[src/rtl/led_pio_blink.sv]
// Avalon-MM LED output port with atomic set/clear, per-bit blink and global PWM dimming.
// Zero-wait-state slave; out_port is a single registered stage driving the pins.
module led_pio_blink #(
  parameter int              WIDTH     = 8,
  parameter int              PERIOD_W  = 24,
  parameter logic [WIDTH-1:0] RESET_VAL = '0
) (
  input  logic             clk,
  input  logic             reset_n,
  input  logic [2:0]       address,
  input  logic             chipselect,
  input  logic             write_n,
  input  logic [31:0]      writedata,
  output logic [31:0]      readdata,
  output logic [WIDTH-1:0] out_port
);

  typedef enum logic [2:0] {
    A_DATA   = 3'd0,
    A_BLINK  = 3'd1,
    A_PERIOD = 3'd2,
    A_SET    = 3'd3,
    A_CLEAR  = 3'd4,
    A_DUTY   = 3'd5
  } reg_addr_e;

  localparam logic [PERIOD_W-1:0] PERIOD_ONE = PERIOD_W'(1);

  logic                wr;
  logic                period_wr;
  logic [WIDTH-1:0]    wr_bits;
  logic                pwm_on;
  logic                unused_wd;

  logic [WIDTH-1:0]    data_q,     data_d;
  logic [WIDTH-1:0]    blink_en_q, blink_en_d;
  logic [PERIOD_W-1:0] period_q,   period_d;
  logic [7:0]          duty_q,     duty_d;
  logic [PERIOD_W-1:0] blink_cnt_q, blink_cnt_d;
  logic                blink_phase_q, blink_phase_d;
  logic [7:0]          pwm_cnt_q,  pwm_cnt_d;
  logic [WIDTH-1:0]    out_q,      out_d;

  assign wr        = chipselect & ~write_n;
  assign period_wr = wr && (address == A_PERIOD);
  assign wr_bits   = writedata[WIDTH-1:0];
  // Register bits beyond the implemented widths are intentionally dropped.
  assign unused_wd = ^writedata;

  // NOTE: every always_comb output gets a default first so no path can infer a latch.
  always_comb begin
    data_d     = data_q;
    blink_en_d = blink_en_q;
    period_d   = period_q;
    duty_d     = duty_q;
    if (wr) begin
      case (address)
        A_DATA:   data_d     = wr_bits;
        A_BLINK:  blink_en_d = wr_bits;
        A_PERIOD: period_d   = writedata[PERIOD_W-1:0];
        A_SET:    data_d     = data_q | wr_bits;
        A_CLEAR:  data_d     = data_q & ~wr_bits;
        A_DUTY:   duty_d     = writedata[7:0];
        default:  ;
      endcase
    end
  end

  // A PERIOD write restarts the half-period with phase on, so shrinking
  // PERIOD below the running count can never leave the counter stranded.
  always_comb begin
    blink_cnt_d   = blink_cnt_q + PERIOD_ONE;
    blink_phase_d = blink_phase_q;
    if (period_wr || (period_q == '0)) begin
      blink_cnt_d   = '0;
      blink_phase_d = 1'b1;
    end else if (blink_cnt_q == period_q - PERIOD_ONE) begin
      blink_cnt_d   = '0;
      blink_phase_d = ~blink_phase_q;
    end
  end

  assign pwm_cnt_d = pwm_cnt_q + 8'd1;
  assign pwm_on    = (duty_q == 8'hFF) | (pwm_cnt_q < duty_q);
  assign out_d     = data_q & (~blink_en_q | {WIDTH{blink_phase_q}}) & {WIDTH{pwm_on}};

  // NOTE: state registers use non-blocking assignments so all of them update together at the edge.
  always_ff @(posedge clk or negedge reset_n) begin
    if (!reset_n) begin
      data_q        <= RESET_VAL;
      blink_en_q    <= '0;
      period_q      <= '0;
      duty_q        <= 8'hFF;
      blink_cnt_q   <= '0;
      blink_phase_q <= 1'b1;
      pwm_cnt_q     <= '0;
      out_q         <= '0;
    end else begin
      data_q        <= data_d;
      blink_en_q    <= blink_en_d;
      period_q      <= period_d;
      duty_q        <= duty_d;
      blink_cnt_q   <= blink_cnt_d;
      blink_phase_q <= blink_phase_d;
      pwm_cnt_q     <= pwm_cnt_d;
      out_q         <= out_d;
    end
  end

  assign out_port = out_q;

  always_comb begin
    readdata = '0;
    case (address)
      A_DATA:   readdata[WIDTH-1:0]    = data_q;
      A_BLINK:  readdata[WIDTH-1:0]    = blink_en_q;
      A_PERIOD: readdata[PERIOD_W-1:0] = period_q;
      A_DUTY:   readdata[7:0]          = duty_q;
      default:  readdata = '0;
    endcase
  end

endmodule

[config.mk]
export PLATFORM = sky130hd
export DESIGN_NAME = led_pio_blink
export DESIGN_NICKNAME = d
export VERILOG_FILES = /design/src/rtl/led_pio_blink.sv
export SDC_FILE = /design/constraint.sdc
export NUM_CORES = 1
export LEC_CHECK = 0
export ABC_AREA = 1
export CORE_UTILIZATION = 40
export CTS_CLUSTER_SIZE = 16
export DETAILED_ROUTE_END_ITERATION = 8
export PLACE_DENSITY_LB_ADDON = 0.05
export SETUP_SLACK_MARGIN = 0.5
export SLEW_MARGIN = 0
export SYNTH_ARGS = -nofsm -noshare
export SYNTH_HDL_FRONTEND = slang
export SYNTH_SLANG_ARGS = --single-unit
[constraint.sdc]
create_clock -name clk -period 2.3 [get_ports clk]
set_input_delay 0.23 -clock clk [delete_from_list [all_inputs] [get_ports clk]]
set_output_delay 0.23 -clock clk [all_outputs]
set_load 0.03 [all_outputs]
==> results.py, run 1 <==
metrics = {
    "worst_setup_path": {
        "r2r.worst_path.cells": 14,
        "r2r_setup_slack_ns": 0.11,
        "rr_startpoint": "period_q[1]$_DFFE_PN0P_",
        "crit_end": "blink_cnt_q[13]$_DFF_PN0_",
        "cp-end-kind": "flip-flop",
        "cp-startpoint": "period_q[1]$_DFFE_PN0P_",
        "worstPathRequired_ns": 2.54,
        "worstSetupStartpointType": "flip-flop",
        "critPathKind": "flip-flop to flip-flop",
        "worstReg2RegEnd": "blink_cnt_q[13]$_DFF_PN0_",
        "worst-path-max-fanout": 6,
        "cp.arrival_ns": 2.43,
    },
    "floorplanning": {
        "die_w_microns": 119,
        "die_area_sq_mm": 0.0141,
        "initial_core_util": 0.410,
        "ios": 79,
        "core_sq_mm": 0.0132,
        "row_count": 42,
        "die_y_microns": 119,
    },
    "detailed_routing": {
        "vias": 4798,
        "dr.pass1.iters": 4,
        "routed_wl_microns": 14500,
        "drt-wirelength-per-cell_microns": 14.7,
        "drt_iter0_drc": 225,
        "viasPerCell": 4.85,
        "drc": 0,
        "final_antenna_net_count": 0,
    },
    "sta": {
        "fin_ws_ns": 0.107,
        "relSlewSlack": 0.646,
        "worst_pin_slew_ns": 0.531,
        "drv_slew": 0,
        "setup_viol": 0,
        "hold_viol_final": 0,
        "fin_crit_sh": 0.954,
        "rsz0062_at_grt": "yes",
        "finalSetupTns_ns": 0,
        "clock_skew_ns": 0.0107,
        "post-route-min-period_ns": 2.19,
        "holdWs_ns": 0.392,
        "fmax_mhz": 456,
    },
    "synth": {
        "yosysWarnings": 0,
        "ys_seq_area_frac": 0.412,
        "synthSimpleGateAreaFrac": 0.287,
        "synthAdderAreaFrac": 0.0230,
        "synth_area_sq_mm": 0.00543,
        "synth_cell_type_count": 37,
        "synth_xor_area_frac": 0.0645,
        "synth_cells": 725,
        "synth_flop_cell": "dfrtp_1",
        "ys_async_sr_fraction": 1.00,
        "synth_top_family_by_area": "simple AND/OR/NAND/NOR gates",
        "synth_compound_area_frac": 0.105,
        "muxShareOfSynthArea": 0,
        "ys_ff_latch": 89,
        "synth_edf_count": 0,
        "avgSynthCellArea_sq_um": 7.50,
    },
    "clock_network": {
        "cts_tree": "built",
        "cts_made_buffers": 9,
        "cts_sinks": 89,
        "clk_latency_ns": 0.35,
        "clockRootBuffer": "clkbuf_16",
        "clk_path_buf_depth": 2,
        "clk_pin_slew_ns": 0.07,
        "htree_levels": 3,
    },
    "pwr": {
        "power_mw": 5.36,
        "power_frac_clock": 0.283,
        "power_switching_mw": 1.97,
        "p_int_mw": 3.39,
        "vdd_drop_max_uv": 303,
        "leakagePower_nw": 3.25,
        "seqPwrFrac": 0.397,
        "swShare": 0.367,
        "powerDensity_mw_per_mm2": 778,
        "pwr-share-comb": 0.320,
    },
    "finish": {
        "n_fill_cell": 1311,
        "stdcell_count": 989,
        "nNetsFinal": 857,
        "register_area_sq_mm": 0.00225,
        "multi_input_area_sq_mm": 0.00282,
        "diodes": 0,
        "final_area_sq_mm": 0.00689,
        "drive_above_1_share": 0.202,
        "synthToLayoutAreaGrowth_pct": 26.8,
        "utilization": 0.520,
    },
    "place": {
        "dp_hpwl_microns": 11100,
        "placed_cells": 958,
        "place_ws_ns": 0.111,
        "place.gp.congestion": 0.877,
        "io_buffers": 62,
        "placed_cell_area_sq_mm": 0.00622,
    },
    "global_routing": {
        "grt.overflow.total": 0,
        "antenna_found_initial": 0,
        "grt_max_degree": 42,
        "grt_pass1_wl_microns": 24100,
        "grt_pass1_vias": 4777,
        "grt_usage": 0.221,
    },
    "flow_run": {
        "maxCapViolations": 0,
    },
    "hold_path": {
        "min_path_type": "input pin to asynchronous set/reset pin",
    },
    "status": {
        "status": "finished, final reports clean",
    },
}
[routing by layer]
metal,GRT usage,share of wire,vias to the layer above
met3,0.0275,0.029,21
met2,0.393,0.51,90
met1,0.267,0.43,2250
met5,0,0,-
li1,-,-,2437
met4,0.0934,0.025,0
[flip-flops by register name, summed over array words and instances, names as in the netlist]
signal / count
blink_phase_q: 1
data_q: 8
pwm_cnt_q: 8
period_q: 24
blink_en_q: 8
blink_cnt_q: 24
duty_q: 8
out_port: 8
[logic make-up (layout without fill, tap and decap cells)]
kind of cell,count (synthesis),in the layout
and+or+nand+nor,341,341
buffers and inverters,144,225
AOI/OAI and AO/OA,100,100
DFF,89,89
xor gates and xnor gates,40,40
adders and majority gates,10,10
other,1,8
[worst max-delay path, cell delays in order, from the launching register on]
cell and delay, ns:
dfrtp_1 0.42, inv_2 0.08, ha_4 0.26, xor2_1 0.13, nand2_1 0.08, a21oi_2 0.10, nand2_1 0.09, nor2_1 0.10
nand2_1 0.07, nor2_2 0.12, nand3_2 0.11, o21ai_4 0.19, buf_12 0.15, clkbuf_16 0.15, nor2_2 0.04
[cell type report]
| type | instances | area share |
|---|---|---|
| Clock inverter | 7 | 0.0114 |
| Multi-Input combinational cell | 499 | 0.410 |
| Tap cell | 176 | 0.0320 |
| Sequential cell | 89 | 0.326 |
| Clock buffer | 9 | 0.0327 |
| Timing Repair Buffer | 85 | 0.121 |
| Inverter | 124 | 0.0676 |
[worst min path at each step]
stage	startpoint	end	cells after the start
final	reset_n	out_port[1]$_DFF_PN0_	2
after floorplan	reset_n	blink_cnt_q[0]$_DFF_PN0_	0
after global routing	reset_n	data_q[2]$_DFFE_PN0P_	2
after detailed placement	reset_n	out_port[1]$_DFF_PN0_	1
after global placement	reset_n	out_port[1]$_DFF_PN0_	1
after CTS	reset_n	out_port[1]$_DFF_PN0_	2
[cell usage after synthesis (9+ instances only)]
| cell | count | area share |
|---|---|---|
| nand2_1 | 147 | 0.10 |
| inv_1 | 119 | 0.082 |
| nor2_1 | 91 | 0.063 |
| dfrtp_1 | 80 | 0.37 |
| o21ai_0 | 38 | 0.035 |
| nand3_1 | 34 | 0.031 |
| a21oi_1 | 31 | 0.029 |
| nor2_2 | 30 | 0.035 |
| xor2_1 | 27 | 0.044 |
| o22ai_1 | 18 | 0.021 |
| xnor2_1 | 13 | 0.021 |
| ha_1 | 10 | 0.023 |
| nand4_1 | 10 | 0.012 |
| clkbuf_1 | 9 | 0.0062 |
| dfstp_2 | 9 | 0.044 |
[timing repair]
item,in CTS,in global routing
hold endpoints to repair,31,0
pin swaps,6,3
hold buffers,1,0
cloned,2,1
buffers inserted,8,3
endpoints found under the setup margin,57,37
resized for setup,32,30
[cell usage in the layout (no fill, tap or decap), types with 3 or more instances in the layout]
cell type | synthesis | layout
nand2_2 | 6 | 9
o221ai_1 | 8 | 8
xor2_1 | 27 | 27
a21oi_1 | 31 | 29
o22ai_1 | 18 | 16
o21ai_1 | 1 | 3
clkbuf_16 | 0 | 10
xnor2_1 | 13 | 13
o21ai_0 | 38 | 35
nor2_4 | 4 | 14
inv_1 | 119 | 112
dfrtp_2 | 0 | 6
nor3_1 | 4 | 4
nor3_2 | 3 | 3
nand4_1 | 10 | 10
nand2_1 | 147 | 142
nand3_1 | 34 | 29
nor2_1 | 91 | 81
buf_4 | 8 | 39
clkdlybuf4s50_1 | 0 | 34
buf_12 | 0 | 3
nand3_2 | 3 | 7
nand3b_1 | 4 | 4
nand2_4 | 1 | 3
dlygate4sd2_1 | 0 | 3
inv_2 | 2 | 9
dfrtp_1 | 80 | 74
clkinv_1 | 3 | 3
ha_1 | 10 | 8
nor2_2 | 30 | 30
clkinv_4 | 0 | 3
conb_1 | 1 | 8
dfstp_2 | 9 | 9
[power groups by stage]
stage	clock network, mW	registers (mW)	logic, mW
6_report	1.52	2.13	1.71
5_1_grt	1.64	2.17	1.93
3_5_place_dp	0	2.14	1.62
3_3_place_gp	0	2.14	1.60
4_1_cts	1.56	2.12	1.68
2_1_floorplan	0	2.15	1.09
No activity file was read; power rests on OpenSTA's default activity.
==> run 2, diff against run 1 <==
CAP_MARGIN = 10   (was default)
==> results of run 2 <==
Same layout as run 1: the final DEF is identical, and so are final timing and power.
==> run 3, diff against run 2 <==
ABC_AREA = 0   (was 1)
==> run 3 against run 2 <==
Compared with the run above:
- routed wire length grew 3.4%
- largest cell class unchanged
- sequential share of layout area shrank 2.3 points
- non-clock buffer count grew 85
- critical endpoint is now blink_cnt_q[3]$_DFF_PN0_
- the run now ends with negative setup slack left
==> results.py, run 3 <==
metrics = {
    "finish": {
        "synthToLayoutAreaGrowth_pct": 41.4,
        "nNetsFinal": 748,
        "final_common_cell": "buf_4",
        "drive_above_1_share": 0.334,
        "diodes": 0,
        "reg_top3": "blink_cnt_q x24, period_q x24",
        "n_fill_cell": 1158,
        "final_area_sq_mm": 0.00739,
        "most-common-layout-cells": "buf_4 (119), dfrtp_1 (80), nand2_1 (43)",
    },
    "sta": {
        "hold_viol_final": 0,
        "rsz0062_at_grt": "yes",
        "fin_crit_sh": 1.31,
        "setup_viol": 25,
        "fmax_mhz": 332,
        "drv_slew": 0,
        "post-route-min-period_ns": 3.01,
        "clock_skew_ns": 0.00769,
        "worst_pin_slew_ns": 0.539,
        "relSlewSlack": 0.641,
        "fin_ws_ns": -0.712,
    },
    "pwr": {
        "powerDensity_mw_per_mm2": 814,
        "leakagePower_nw": 3.30,
        "power_mw": 6.01,
        "vdd_drop_max_uv": 407,
    },
    "detailed_routing": {
        "drt_iter0_drc": 263,
        "routed_wl_microns": 15000,
        "viasPerCell": 5.13,
        "vias": 4498,
        "drc": 0,
        "final_antenna_net_count": 0,
        "dr.pass1.iters": 5,
        "drt-wirelength-per-cell_microns": 17.1,
    },
    "worst_setup_path": {
        "worstPathRequired_ns": 2.54,
        "cp_top_family": "simple AND/OR/NAND/NOR gates",
        "cpPeakStageDelay_ns": 0.55,
        "cp-end-kind": "flip-flop",
        "crit_buf_inv": 1,
        "slowest_stage": "or4_4",
        "worst-path-max-fanout": 7,
        "r2r.worst_path.cells": 9,
        "worstSetupStartpointType": "flip-flop",
        "rr_startpoint": "period_q[0]$_DFFE_PN0P_",
        "cp_cell_sequence": "or4_4 > nand4bb_4 > or3_4 > o311ai_4 > o22ai_2 > a2111oi_4 > or2_4 > buf_6 > nor2_1",
        "critPathKind": "flip-flop to flip-flop",
        "worstReg2RegEnd": "blink_cnt_q[3]$_DFF_PN0_",
        "cp.arrival_ns": 3.25,
        "r2r_setup_slack_ns": -0.71,
    },
    "floorplanning": {
        "die_area_sq_mm": 0.0135,
        "die_y_microns": 116,
        "die_w_microns": 116,
        "initial_core_util": 0.412,
        "row_count": 41,
        "ios": 79,
        "core_sq_mm": 0.0127,
    },
    "clock_network": {
        "clk_latency_ns": 0.35,
        "clk_path_buf_depth": 2,
        "htree_levels": 3,
        "cts_made_buffers": 9,
        "clk_pin_slew_ns": 0.07,
        "cts_tree": "built",
        "cts_sinks": 89,
        "clockRootBuffer": "clkbuf_16",
    },
    "status": {
        "violations": "negative setup slack",
        "status": "finished, violations left",
    },
    "global_routing": {
        "grt_usage": 0.233,
        "grt_pass1_wl_microns": 23600,
        "grt.overflow.total": 0,
        "grt_pass1_vias": 4602,
        "antenna_found_initial": 0,
        "grt_max_degree": 90,
    },
    "synth": {
        "yosysWarnings": 0,
        "synth_edf_count": 0,
        "synth_largest_area_cell": "dfrtp_1",
        "synth_cell_type_count": 58,
        "synth_area_sq_mm": 0.00523,
        "synth_cells": 547,
        "ys_ff_latch": 89,
        "synth_top_area_frac": 0.383,
        "ys_async_sr_fraction": 1.00,
        "synthTopCellsByCount": "dfrtp_1 (80), nor2_1 (45), nand2_1 (43)",
        "synth.most_common_cell": "dfrtp_1",
        "synth_flop_cell": "dfrtp_1",
        "synth_area_leaders": "dfrtp_1 (38%), mux2_2 (6.9%), xor2_1 (5.0%)",
        "avgSynthCellArea_sq_um": 9.55,
        "ys_seq_area_frac": 0.428,
    },
    "hold_path": {
        "min_path_type": "input pin to asynchronous set/reset pin",
    },
    "place": {
        "place.gp.congestion": 0.848,
        "io_buffers": 62,
        "placed_cell_area_sq_mm": 0.00652,
        "dp_hpwl_microns": 10300,
    },
    "flow_run": {
        "maxCapViolations": 0,
    },
}
-- run 3: changes by cell type after synthesis, sizes merged, moves of 12 or more --
cell	before	now
nand2	154	43
inv	121	25
nor2	126	45
mux2	0	32
nand3	37	16
and2	0	17
o22ai	18	2
a21o	0	13
xnor2	13	25
-- run 3: layer usage --
metal | track usage | up-vias | share of wire
met1 | 0.321 | 2174 | 0.47
met2 | 0.367 | 104 | 0.47
met5 | 0 | - | 0
met3 | 0.0493 | 20 | 0.044
li1 | - | 2200 | -
met4 | 0.0718 | 0 | 0.014
-- run 3: report_power, final --
group | switching (mW) | total [mW] | internal, mW
logic | 1.07 | 2.16 | 1.09
registers | 0.242 | 2.11 | 1.87
clock network | 0.665 | 1.74 | 1.08
total | 1.97 | 6.01 | 4.04
-- run 3: cells by family after synthesis --
| kind of cell | count (synthesis) | share of synthesized area |
|---|---|---|
| AND/OR/NAND/NOR | 191 | 0.194 |
| AO/OA/AOI/OAI | 99 | 0.120 |
| flip-flops | 89 | 0.428 |
| buffers and inverters | 61 | 0.0548 |
| XOR/XNOR | 55 | 0.0922 |
| multiplexers | 41 | 0.0862 |
| adder cells (fa/ha/maj) | 10 | 0.0239 |
| other | 1 | 0.000718 |
-- run 3: how the worst max path moves through the flow --
| stage | to | start | cells after the start | slack [ns] |
|---|---|---|---|---|
| 2_1_floorplan | blink_cnt_q[16]$_DFF_PN0_ | period_q[2]$_DFFE_PN0P_ | 12 | -0.64 |
| 6_report | blink_cnt_q[3]$_DFF_PN0_ | period_q[0]$_DFFE_PN0P_ | 9 | -0.71 |
| 5_1_grt | blink_cnt_q[3]$_DFF_PN0_ | period_q[0]$_DFFE_PN0P_ | 9 | -0.85 |
| 4_1_cts | blink_cnt_q[1]$_DFF_PN0_ | period_q[0]$_DFFE_PN0P_ | 12 | -0.56 |
| 3_3_place_gp | blink_cnt_q[7]$_DFF_PN0_ | period_q[0]$_DFFE_PN0P_ | 9 | -0.60 |
| 3_5_place_dp | blink_cnt_q[22]$_DFF_PN0_ | period_q[0]$_DFFE_PN0P_ | 9 | -0.75 |
-- run 3: area by class of cell --
class | instances | area (sq um) | area share
well taps | 172 | 215 | 0.0291
repair buffers | 170 | 1510 | 0.204
clock buffers | 9 | 225 | 0.0305
multi-input cells | 404 | 2980 | 0.403
inverters | 25 | 93.8 | 0.0127
flip-flops and latches | 89 | 2240 | 0.303
clock inverters | 7 | 126 | 0.0171
-- run 3: stage by stage --
| step | setup WS [ns] | std cells | util | setup TNS, ns | hold WS [ns] |
|---|---|---|---|---|---|
| global route | -0.847 | 876 | 0.583 | -20.58 | 0.492 |
| floorplan | -0.641 | 554 | - | -15.29 | -0.0656 |
| global placement | -0.604 | 836 | 0.514 | -14.94 | 0.315 |
| finish | -0.712 | 876 | 0.583 | -17.37 | 0.476 |
| CTS | -0.560 | 868 | 0.566 | -13.69 | 0.481 |
| detailed placement | -0.751 | 836 | 0.514 | -18.37 | 0.322 |
-- run 3: worst register-to-register path: stages, from the launching register on --
cell and delay (ns):
dfrtp_1 0.41, or4_4 0.55, nand4bb_4 0.30, or3_4 0.47, o311ai_4 0.25, o22ai_2 0.15, a2111oi_4 0.32, or2_4 0.25
buf_6 0.16, nor2_1 0.06
-- run 3: repair_timing --
item | 4_1_cts | 5_1_grt
endpoints found under the setup margin | 57 | 57
resized for setup | 36 | 28
pin swaps | 5 | 14
hold buffers | 1 | 0
buffers inserted | 12 | 5
endpoints found under the hold margin | 80 | 0
cloned | 3 | 3
